### config.mk
export PLATFORM = sky130hd
export DESIGN_NAME = shift_reg_universal
export DESIGN_NICKNAME = d
export VERILOG_FILES = /design/src/rtl/shift_reg_universal_pkg.sv /design/src/rtl/shift_bit_counter.sv /design/src/rtl/shift_reg_universal.sv
export SDC_FILE = /design/constraint.sdc
export NUM_CORES = 1
export LEC_CHECK = 0
export CAP_MARGIN = 10
export CORE_UTILIZATION = 40
export CTS_CLUSTER_SIZE = 40
export DETAILED_ROUTE_END_ITERATION = 10
export PLACE_DENSITY = 0.8
export SYNTH_ARGS = -nofsm -noshare
export SYNTH_HDL_FRONTEND = slang
export SYNTH_SLANG_ARGS = --single-unit
export TNS_END_PERCENT = 100
### constraint.sdc
create_clock -name clk -period 1.8 [get_ports clk]
set_input_delay 0.45 -clock clk [delete_from_list [all_inputs] [get_ports clk]]
set_output_delay 0.45 -clock clk [all_outputs]
set_load 0.005 [all_outputs]
### src/rtl/shift_reg_universal_pkg.sv
// Shared definitions for the universal shift register: mode encodings and counter width.
package shift_reg_universal_pkg;

    localparam logic [1:0] MODE_HOLD = 2'b00;
    localparam logic [1:0] MODE_SHL  = 2'b01;
    localparam logic [1:0] MODE_SHR  = 2'b10;
    localparam logic [1:0] MODE_LOAD = 2'b11;

    // Bits needed to hold a shift count of 0..width.
    function automatic int unsigned cnt_width(input int unsigned width);
        return $clog2(width + 1);
    endfunction

endpackage

### src/rtl/shift_bit_counter.sv
// Frame counter for the universal shift register: counts shifts and emits a registered
// one-cycle wrap pulse when the WIDTH-th shift of a frame completes.
module shift_bit_counter
    import shift_reg_universal_pkg::*;
#(
    parameter int unsigned WIDTH = 8,
    localparam int unsigned CW   = cnt_width(WIDTH)
) (
    input  logic          clk,
    input  logic          reset,
    input  logic          i_inc,
    input  logic          i_clr,
    output logic [CW-1:0] o_cnt,
    output logic          o_wrap
);

    localparam logic [CW-1:0] LAST = CW'(WIDTH - 1);

    logic [CW-1:0] r_cnt;
    logic          r_wrap;

    // Count shifts; wrap to zero and pulse on the last bit of a frame, clear on load.
    always_ff @(posedge clk) begin
        if (reset) begin
            r_cnt  <= '0;
            r_wrap <= 1'b0;
        end else if (i_clr) begin
            r_cnt  <= '0;
            r_wrap <= 1'b0;
        end else if (i_inc) begin
            if (r_cnt == LAST) begin
                r_cnt  <= '0;
                r_wrap <= 1'b1;
            end else begin
                r_cnt  <= r_cnt + CW'(1);
                r_wrap <= 1'b0;
            end
        end else begin
            r_wrap <= 1'b0;
        end
    end

    assign o_cnt  = r_cnt;
    assign o_wrap = r_wrap;

endmodule

### src/rtl/shift_reg_universal.sv
// Universal shift register: shift left/right with serial or rotate input, parallel load,
// hold, plus a shift counter with a frame-complete pulse for SIPO/PISO use.
module shift_reg_universal
    import shift_reg_universal_pkg::*;
#(
    parameter int unsigned          WIDTH     = 8,
    parameter logic [WIDTH-1:0]     RESET_VAL = '0,
    localparam int unsigned         CW        = cnt_width(WIDTH)
) (
    input  logic             clk,
    input  logic             reset,
    input  logic             en,
    input  logic [1:0]       mode,
    input  logic             rotate,
    input  logic             ser_in,
    input  logic [WIDTH-1:0] par_in,
    output logic [WIDTH-1:0] q,
    output logic             ser_out_msb,
    output logic             ser_out_lsb,
    output logic [CW-1:0]    bit_cnt,
    output logic             frame_done
);

    logic [WIDTH-1:0] r_q;
    logic [WIDTH-1:0] w_q_next;
    logic             w_bit_l;
    logic             w_bit_r;
    logic             w_shift;
    logic             w_load;

    assign w_bit_l = rotate ? r_q[WIDTH-1] : ser_in;
    assign w_bit_r = rotate ? r_q[0] : ser_in;
    assign w_shift = en && ((mode == MODE_SHL) || (mode == MODE_SHR));
    assign w_load  = en && (mode == MODE_LOAD);

    // Datapath mux; any mode not explicitly decoded (including unknowns) holds.
    always_comb begin
        w_q_next = r_q;
        if (en) begin
            case (mode)
                MODE_SHL:  w_q_next = {r_q[WIDTH-2:0], w_bit_l};
                MODE_SHR:  w_q_next = {w_bit_r, r_q[WIDTH-1:1]};
                MODE_LOAD: w_q_next = par_in;
                default:   w_q_next = r_q;
            endcase
        end
    end

    // Register contents; reset overrides everything.
    always_ff @(posedge clk) begin
        if (reset) begin
            r_q <= RESET_VAL;
        end else begin
            r_q <= w_q_next;
        end
    end

    shift_bit_counter #(
        .WIDTH (WIDTH)
    ) u_bit_counter (
        .clk    (clk),
        .reset  (reset),
        .i_inc  (w_shift),
        .i_clr  (w_load),
        .o_cnt  (bit_cnt),
        .o_wrap (frame_done)
    );

    assign q           = r_q;
    assign ser_out_msb = r_q[WIDTH-1];
    assign ser_out_lsb = r_q[0];

endmodule

==> run_results.csv <==
group,metric,value,unit
hold_path,hp-class,"reg2reg",
clock_tree,cts_root_buffer,"clkbuf_4",
timing,hold_viol,0,
placement,dpl_worst_slack,-0.144,ns
global_routing,antenna_found_initial,0,
power,finalPower,0.681,mW
worst_setup_path,cp.buffers_inverters,1,
worst_setup_path,ff2ff_path_depth,3,
clock_tree,clk_latency,0.28,ns
logic_synthesis,syn_area_per_cell,8.88,µm²
layout,fin_nets,137,
route,routed_wl,1.74,mm
timing,max_clock_freq,598,MHz
timing,maxSlewViolCount,0,
logic_synthesis,syn_nets,102,
logic_synthesis,synthCells,83,
route,drt_iter0_drc,17,
clock_tree,cts_sinks,13,
power,vdd_drop_max,0.299,mV
worst_setup_path,r2r_start,"u_bit_counter.o_cnt[0]",
worst_setup_path,worst-path-stages,1,
global_routing,grt_use_total,19.8,%
outcome,status,"finished clean",
global_routing,gr-total-overflow,0,
worst_setup_path,cp_top_family,"buffers and inverters",
timing,finalCritPeriodShare,93.0,%
placement,port_buffers,29,
worst_setup_path,path_class,"reg2out",
timing,tns,0,ns
layout,ff_latch_area,260,µm²
clock_tree,clk_pin_slew_worst_paths,0.08,ns
worst_setup_path,critPathArrivalTime,1.22,ns
logic_synthesis,yosys_warnings,0,
layout,final_cells,142,
global_routing,grt_pass1_wl,2.90,mm
floorplan,rows,15,
logic_synthesis,synth_cell_types,24,
placement,place_congestion,0.749,
worst_setup_path,cp_cell_sequence,"clkdlybuf4s50_1",
layout,drive_above_1_share,16.2,%
timing,finClkSkew,0.00281,ns
worst_setup_path,regToRegSetupSlack,0.68,ns
timing,layout_min_cycle_time,1.67,ns
floorplan,die_h,44.9,µm
job,maxCapViolCount,0,
layout,diodes,0,
timing,tightest_slew,0.322,ns
power,power_leakage,0.402,nW
worst_setup_path,cp.required,1.35,ns
layout,final_cell_mix,"clkdlybuf4s50_1 (29), dfxtp_1 (13), nand2_1 (11)",
layout,fillCellCount,177,
timing,setup_slack,0.127,ns
route,post_drt_wl_per_cell,12.2,µm
layout,synthToLayoutAreaGrowth,47.7,%
worst_setup_path,slowest_delay,0.53,ns
clock_tree,cts_max_path_buffers,2,
timing,grt_setup_unrepaired,"no",
logic_synthesis,ys_seq_area_share,35.3,%
timing,slew_headroom,78.5,%
route,num_vias,756,
logic_synthesis,ys_seq_elements,13,
floorplan,io_pins,30,
floorplan,start_util,42.7,%
floorplan,die_w,44.9,µm
floorplan,core,0.00173,mm²
layout,multi_input_area,405,µm²
layout,final_common_cell,"clkdlybuf4s50_1",
route,route.detailed.drc,0,
worst_setup_path,endpoint_kind,"output port",
global_routing,grt_pass1_vias,685,
global_routing,grt_max_degree,17,
clock_tree,ctsHtreeMaxLevel,1,
route,postRouteAntennaNets,0,
clock_tree,cts_inserted_buffers,3,
worst_setup_path,startpoint_type,"flip-flop",
worst_setup_path,cpMaxStageDelayCell,"clkdlybuf4s50_1",
clock_tree,cts_tree,"done",
clock_tree,post-cts-setup-buffers,0,
worst_setup_path,crit_path_start,"q[7]",
worst_setup_path,crit_end,"q[7]",
timing,setup_violations,0,
worst_setup_path,crit_path_max_fanout,5,
route,drtPass1Iterations,4,
route,viasPerCell,5.32,
floorplan,fp.dieArea,0.00202,mm²
power,powerDensity,626,mW/mm²
placement,dp_hpwl,1.32,mm
logic_synthesis,synthesis.area,737,µm²
worst_setup_path,r2r_end,"u_bit_counter.o_wrap",
placement,dp_cells,138,
clock_tree,ctsHoldBuffers,0,
clock_tree,cts_resized,0,
[routing by layer]
metal	wire (µm)	up-vias	global-route usage, %
met5	0	-	0
met2	775	27	32.5
met3	62	5	1.20
li1	-	369	-
met1	848	355	25.2
met4	50	0	12.7
[area by class of cell]
class / count / share of cell area, %
well taps: 25 / 2.87
repair buffers: 37 / 32.2
flip-flops and latches: 13 / 23.9
inverters: 4 / 1.38
clock buffers: 4 / 2.41
multi-input cells: 59 / 37.2
[worst min-delay path by stage]
stage | start | to | depth (start not counted)
final | u_bit_counter.o_cnt[0] | u_bit_counter.o_cnt[0] | 2
after global routing | u_bit_counter.o_cnt[2] | u_bit_counter.o_cnt[2] | 2
after CTS | u_bit_counter.o_cnt[0] | u_bit_counter.o_cnt[0] | 2
after detailed placement | u_bit_counter.o_cnt[0] | u_bit_counter.o_cnt[0] | 2
after global placement | u_bit_counter.o_cnt[0] | u_bit_counter.o_cnt[0] | 2
after floorplan | u_bit_counter.o_cnt[3] | u_bit_counter.o_wrap | 1
[synthesized netlist by cell type, drive strengths merged]
cell type	count	share of area (%)
a311oi	8	11
inv	4	2.0
nand3	1	0.68
ha	4	6.8
o21a	2	2.0
nor4b	1	1.2
nor4	1	0.85
nor2	10	6.1
dfxtp	13	35
o21ai	2	1.4
nand3b	1	1.0
and3b	1	1.4
o211ai	1	1.0
nor2b	1	0.85
a21oi	4	2.7
buf	6	7.1
nand2	11	5.6
mux2	2	3.1
a22oi	9	9.2
clkbuf	1	0.51
[cells by family (layout without fill, tap and decap cells)]
family,Yosys count,after routing,share of synthesized area [%]
multiplexers,2,2,3.06
buffers and inverters,11,45,9.68
adder cells (fa/ha/maj),4,4,6.79
AND/OR/NAND/NOR,27,27,17.7
flip-flops,13,13,35.3
AO/OA/AOI/OAI,26,26,27.5
[report_power, final]
part	total [mW]	leakage [nW]	internal (mW)	switching, mW
Sequential	0.322	0.107	0.304	0.0183
Clock	0.188	0.0150	0.0861	0.102
Combinational	0.171	0.281	0.103	0.0677
[per-stage QoR]
stage	instance area [µm²]	util [%]	hold slack (ns)
floorplan	737	-	0.486
global placement	1060	61.5	0.497
detailed placement	1060	61.5	0.502
CTS	1090	63.0	0.514
global route	1090	63.0	0.539
finish	1090	63.0	0.514
[sequential cells by signal, indices dropped and copies added (netlist names)]
| signal | cells |
|---|---|
| q | 8 |
| u_bit_counter.o_cnt | 4 |
| u_bit_counter.o_wrap | 1 |
[tightest hold or removal path, cell delays in order (launching register included)]
cell and delay (ns):
dfxtp_1 0.35, nand2_1 0.07, a21oi_1 0.05
(Power assumes the default switching activity.)
